$ cat src/rtl/addsub_pkg.sv
// Shared definitions for the time-shared add/subtract controller: FSM encoding,
// opcodes, saturation limits and overflow counter ceiling.
package addsub_pkg;

    localparam int DATA_W = 8;

    typedef enum logic [1:0] {
        ST_IDLE = 2'd0,
        ST_EXEC = 2'd1,
        ST_RESP = 2'd2
    } state_e;

    localparam logic OP_ADD = 1'b0;
    localparam logic OP_SUB = 1'b1;

    localparam logic [DATA_W-1:0] SAT_POS     = 8'h7F;
    localparam logic [DATA_W-1:0] SAT_NEG     = 8'h80;
    localparam logic [DATA_W-1:0] OVF_CNT_MAX = 8'hFF;

endpackage

$ cat src/rtl/addsub_alu8.sv
// Combinational 8-bit two's-complement adder/subtractor with signed overflow
// flag (carry into MSB xor carry out of MSB).
module addsub_alu8
    import addsub_pkg::*;
(
    input  logic signed [DATA_W-1:0] a_i,
    input  logic signed [DATA_W-1:0] b_i,
    input  logic                     op_i,
    output logic signed [DATA_W-1:0] s_o,
    output logic                     ovf_o
);

    logic [DATA_W-1:0] b_x;
    logic [DATA_W:0]   sum_full;
    logic [DATA_W-1:0] sum_low;

    always_comb begin
        b_x      = (op_i == OP_SUB) ? ~b_i : b_i;
        sum_full = {1'b0, a_i} + {1'b0, b_x} + {{DATA_W{1'b0}}, op_i};
        // Low bits alone expose the carry into the sign bit.
        sum_low  = {1'b0, a_i[DATA_W-2:0]} + {1'b0, b_x[DATA_W-2:0]}
                 + {{(DATA_W-1){1'b0}}, op_i};
        ovf_o    = sum_low[DATA_W-1] ^ sum_full[DATA_W];
        s_o      = sum_full[DATA_W-1:0];
    end

endmodule

$ cat src/rtl/addsub_rr_arb.sv
// Two-way round-robin arbiter; the last-granted index moves only when the
// grant is actually consumed by an accept.
module addsub_rr_arb (
    input  logic clk,
    input  logic rst,
    input  logic valid0_i,
    input  logic valid1_i,
    input  logic accept_i,
    output logic grant_o
);

    logic last_q;
    logic last_d;

    always_comb begin
        if (valid0_i && valid1_i) begin
            grant_o = ~last_q;
        end else begin
            grant_o = valid1_i;
        end
        last_d = accept_i ? grant_o : last_q;
    end

    // Reset to 1 so requester 0 wins the first tie.
    always_ff @(posedge clk) begin
        if (rst) begin
            last_q <= 1'b1;
        end else begin
            last_q <= last_d;
        end
    end

endmodule

$ cat src/rtl/addsub_share_ctrl.sv
// Two requesters share one adder/subtractor through an IDLE/EXEC/RESP FSM.
// Define ADDSUB_SAT_EN to saturate overflowed results instead of wrapping.
module addsub_share_ctrl
    import addsub_pkg::*;
(
    input  logic       clk,
    input  logic       rst,
    input  logic       req0_valid,
    output logic       req0_ready,
    input  logic [7:0] req0_a,
    input  logic [7:0] req0_b,
    input  logic       req0_op,
    input  logic       req1_valid,
    output logic       req1_ready,
    input  logic [7:0] req1_a,
    input  logic [7:0] req1_b,
    input  logic       req1_op,
    output logic       rsp_valid,
    input  logic       rsp_ready,
    output logic       rsp_id,
    output logic [7:0] rsp_s,
    output logic       rsp_ovf,
    output logic [7:0] ovf_count
);

`ifdef ADDSUB_SAT_EN
    localparam logic SAT_EN = 1'b1;
`else
    localparam logic SAT_EN = 1'b0;
`endif

    function automatic logic [DATA_W-1:0] fmt_result(input logic [DATA_W-1:0] s,
                                                     input logic ovf,
                                                     input logic a_msb);
        // Overflow direction follows the sign of A for both add and subtract.
        if (SAT_EN && ovf) begin
            return a_msb ? SAT_NEG : SAT_POS;
        end
        return s;
    endfunction

    function automatic logic [DATA_W-1:0] sat_inc(input logic [DATA_W-1:0] cnt);
        return (cnt == OVF_CNT_MAX) ? cnt : cnt + 8'd1;
    endfunction

    state_e state_q, state_d;

    logic                     grant;
    logic                     accept;
    logic signed [DATA_W-1:0] a_q, b_q;
    logic                     op_q;
    logic                     id_q;
    logic signed [DATA_W-1:0] alu_s;
    logic                     alu_ovf;

    logic [DATA_W-1:0] rsp_s_q;
    logic              rsp_ovf_q;
    logic              rsp_id_q;
    logic [DATA_W-1:0] ovf_cnt_q;

    addsub_rr_arb u_arb (
        .clk      (clk),
        .rst      (rst),
        .valid0_i (req0_valid),
        .valid1_i (req1_valid),
        .accept_i (accept),
        .grant_o  (grant)
    );

    assign req0_ready = (state_q == ST_IDLE) && !grant && req0_valid;
    assign req1_ready = (state_q == ST_IDLE) &&  grant && req1_valid;
    assign accept     = req0_ready || req1_ready;

    always_comb begin
        state_d = state_q;
        case (state_q)
            ST_IDLE: if (accept)    state_d = ST_EXEC;
            ST_EXEC:                state_d = ST_RESP;
            ST_RESP: if (rsp_ready) state_d = ST_IDLE;
            default:                state_d = ST_IDLE;
        endcase
    end

    always_ff @(posedge clk) begin
        if (rst) begin
            state_q <= ST_IDLE;
        end else begin
            state_q <= state_d;
        end
    end

    // Capture stage: operands of the granted requester.
    always_ff @(posedge clk) begin
        if (accept) begin
            a_q  <= grant ? req1_a  : req0_a;
            b_q  <= grant ? req1_b  : req0_b;
            op_q <= grant ? req1_op : req0_op;
            id_q <= grant;
        end
    end

    addsub_alu8 u_alu (
        .a_i   (a_q),
        .b_i   (b_q),
        .op_i  (op_q),
        .s_o   (alu_s),
        .ovf_o (alu_ovf)
    );

    // Result stage: loaded on the EXEC->RESP edge, held through RESP.
    always_ff @(posedge clk) begin
        if (rst) begin
            rsp_s_q   <= '0;
            rsp_ovf_q <= 1'b0;
            rsp_id_q  <= 1'b0;
            ovf_cnt_q <= '0;
        end else if (state_q == ST_EXEC) begin
            rsp_s_q   <= fmt_result(alu_s, alu_ovf, a_q[DATA_W-1]);
            rsp_ovf_q <= alu_ovf;
            rsp_id_q  <= id_q;
            if (alu_ovf) begin
                ovf_cnt_q <= sat_inc(ovf_cnt_q);
            end
        end
    end

    assign rsp_valid = (state_q == ST_RESP);
    assign rsp_s     = rsp_s_q;
    assign rsp_ovf   = rsp_ovf_q;
    assign rsp_id    = rsp_id_q;
    assign ovf_count = ovf_cnt_q;

endmodule

$ cat config.mk
export PLATFORM = sky130hd
export DESIGN_NAME = addsub_share_ctrl
export DESIGN_NICKNAME = d
export VERILOG_FILES = /design/src/rtl/addsub_pkg.sv /design/src/rtl/addsub_alu8.sv /design/src/rtl/addsub_rr_arb.sv /design/src/rtl/addsub_share_ctrl.sv
export SDC_FILE = /design/constraint.sdc
export NUM_CORES = 1
export LEC_CHECK = 0
export BUFFER_PORTS_ARGS = -buffer_cell sky130_fd_sc_hd__buf_2
export CORE_MARGIN = 8
export CORE_UTILIZATION = 35
export DETAILED_ROUTE_END_ITERATION = 8
export PLACE_DENSITY_LB_ADDON = 0.3
export SLEW_MARGIN = 5
export SYNTH_ARGS = -nofsm -noshare
export SYNTH_HDL_FRONTEND = slang
export SYNTH_SLANG_ARGS = --single-unit
$ cat constraint.sdc
create_clock -name clk -period 7.92 [get_ports clk]
set_input_delay 1.98 -clock clk [delete_from_list [all_inputs] [get_ports clk]]
set_output_delay 1.98 -clock clk [all_outputs]
set_load 0.01 [all_outputs]
==> impl_metrics.env <==
export IMPL_period_minus_slack_ns=5.21
export IMPL_yosysSeqAreaShare_pct=46.5
export IMPL_drv_cap=0
export IMPL_ant_nets=0
export IMPL_nFillCells=595
export IMPL_hold_depth=2
export IMPL_cts_inserted_buffers=5
export IMPL_min_from="rsp_s[4]"
export IMPL_n_antenna_cell=0
export IMPL_critical_path_class="in2out"
export IMPL_rr_endpoint="ovf_count[0]"
export IMPL_viasPerCell=4.86
export IMPL_synth_top_cell_by_area="edfxtp_1"
export IMPL_overflow=0
export IMPL_worst_pin_slew_ns=1.04
export IMPL_gr_usage_all_layers_pct=10.9
export IMPL_initial_core_util_pct=35.6
export IMPL_synth_area_um2=2070
export IMPL_io_buffers=59
export IMPL_cp_max_fo=20
export IMPL_drc=0
export IMPL_grt_max_degree=25
export IMPL_grt_first_pass_wirelength_um=7700
export IMPL_min_to="rsp_s[4]"
export IMPL_syn_avg_cell_area_um2=10.6
export IMPL_post_cts_setup_buffers=0
export IMPL_multiInputGateArea_um2=1050
export IMPL_seq_area_um2=961
export IMPL_hold_violations=0
export IMPL_met3_usage_pct=3.88
export IMPL_cts_resized=0
export IMPL_coreArea_um2=5820
export IMPL_synthTopCellsByArea="edfxtp_1 (26%), dfxtp_1 (20%), mux2_2 (9.3%)"
export IMPL_htreeDepth=2
export IMPL_timing_fmax_mhz=192
export IMPL_grt_pass1_vias=1688
export IMPL_place_ws_ns=2.69
export IMPL_syn_nets=243
export IMPL_status="finished clean"
export IMPL_io_pins=60
export IMPL_dp_hpwl_um=3280
export IMPL_timing_reg2reg_setup_slack_ns=4.63
export IMPL_async_reset_ff_share_pct=0
export IMPL_ys_types=41
export IMPL_placementRows=28
export IMPL_cpPeakStageDelay_ns=0.77
export IMPL_drv_slew=0
export IMPL_yosysTopAreaCellShare_pct=26.1
export IMPL_dpl_cell_area_um2=2430
export IMPL_synth_top_cells_by_count="dfxtp_1 (21), nand2_1 (19), a21oi_1 (18), edfxtp_1 (18), mux2_2 (17)"
export IMPL_crit_required_ns=5.94
export IMPL_die_h_um=92.9
export IMPL_use_met1_pct=12.9
export IMPL_final_area_um2=2510
export IMPL_cp_start_kind="primary input"
export IMPL_drt_iter0_markers=55
export IMPL_yosysMostFrequentCell="dfxtp_1"
export IMPL_cts_tree="built"
export IMPL_clock_root_buffer="clkbuf_8"
export IMPL_leakage_nw=1.02
export IMPL_max_slew_margin_pct=30.5
export IMPL_placedCellCount=322
export IMPL_worstPathCellList="buf_2, a21boi_2, and2_1, buf_2"
export IMPL_synth_ff_type="dfxtp_1"
export IMPL_period_share_pct=65.8
export IMPL_use_met2_pct=17.6
export IMPL_slowest_stage="a21boi_2"
export IMPL_cp_end_kind="output pin"
export IMPL_crit_top_cell="buf_2"
export IMPL_die_area_um2=8620
export IMPL_die_w_um=92.9
export IMPL_final_util_pct=43.1
export IMPL_num_vias=1604
export IMPL_yosysWarnings=0
export IMPL_rsz0062_at_grt="no"
export IMPL_dr_pass1_iters=4
export IMPL_reg2reg_depth=9
export IMPL_cts_path_max_buffers=2
export IMPL_synth_edf_count=18
export IMPL_wire_per_inst_um=13.2
export IMPL_clock_skew_ns=0.00336
export IMPL_finalNetCount=302
export IMPL_finalSetupViolations=0
export IMPL_power_density_nw_per_um2=221
export IMPL_hold_class="reg2reg"
export IMPL_rr_startpoint="op_q"
export IMPL_top_usage_layer="met2"
export IMPL_antenna_found_initial=0
export IMPL_fin_ws_ns=2.71
export IMPL_postSynthCellCount=195
export IMPL_cts_num_sinks=39
export IMPL_crit_arrival_ns=3.23
export IMPL_fin_cells=330
export IMPL_tns_ns=0
export IMPL_synth_seq_cells=39
export IMPL_drive_gt1_share_pct=34.1
export IMPL_syn2layout_area_growth_pct=21.3
export IMPL_clk_latency_ns=0.29
export IMPL_drt_wl_total_um=4370
export IMPL_peakVddDrop_mv=0.0868
export IMPL_ctsHoldBuffers=0
export IMPL_routabilityCongestion=0.788
export IMPL_clkTransAtPathRegs_ns=0.07
## critical path: cells and delay by family
family | cells | cell delay, ns
AND/OR/NAND/NOR | 1 | 0.23
AO/OA/AOI/OAI | 1 | 0.77
buffers and inverters | 2 | 0.25
## cells in the final DEF, fill, tap and decap left out, types with 2 or more instances in the layout
master / n
buf_2: 59
or4_1: 3
inv_1: 6
o31ai_1: 6
clkbuf_1: 2
or3_1: 2
clkbuf_8: 5
nor2b_1: 6
dfxtp_1: 21
nor2_1: 10
nand3_1: 4
xor2_1: 7
a21oi_1: 18
nand2b_1: 8
o211ai_1: 2
ha_1: 8
xnor2_1: 7
nand2_1: 19
a211oi_1: 3
edfxtp_1: 18
mux2_2: 17
nand4_1: 3
## cell families after synthesis
group	synth area share, %
adders and majority gates	5.81
muxes	10.9
xor gates and xnor gates	5.93
buffers and inverters	3.09
AOI/OAI and AO/OA	13.4
DFF	46.5
and+or+nand+nor	14.3
## metal layers
metal | vias up | part of all wire [%]
met1 | 726 | 47
met2 | 47 | 45
met4 | 0 | 1.4
li1 | 825 | -
met5 | - | 0
met3 | 6 | 6.3
## layout make-up
class                      instances  area share, %
multi-input combinational        142           41.7
inverter                           6          0.898
timing repair buffer              60           12.1
tap                               75           3.74
clock inverter                     1          0.200
sequential                        39           38.3
clock buffer                       7           3.04
## where the power goes
| group | internal, mW | switching, mW |
|---|---|---|
| registers | 0.236 | 0.0139 |
| logic | 0.0783 | 0.100 |
| clock network | 0.0618 | 0.0652 |
## stage by stage
step                total power, mW  hold WS (ns)
floorplan                     0.392         0.454
global placement              0.431         0.442
detailed placement            0.435         0.447
CTS                           0.566         0.457
finish                        0.555         0.458
global route                  0.596         0.470
## registers in the layout (all words and copies together), names as in the netlist
name          cells
b_q               8
rsp_id            1
a_q               8
op_q              1
rsp_s             8
id_q              1
state_q           2
u_arb.last_q      1
rsp_ovf           1
ovf_count         8
## worst max-delay path by stage
stage / startpoint / end / cells after the start
2_1_floorplan: req1_valid / req1_ready / 3
3_3_place_gp: req0_valid / req1_ready / 4
3_5_place_dp: req0_valid / req1_ready / 4
4_1_cts: req0_valid / req1_ready / 4
5_1_grt: req0_valid / req1_ready / 4
6_report: req0_valid / req1_ready / 4
(Power assumes the default switching activity.)
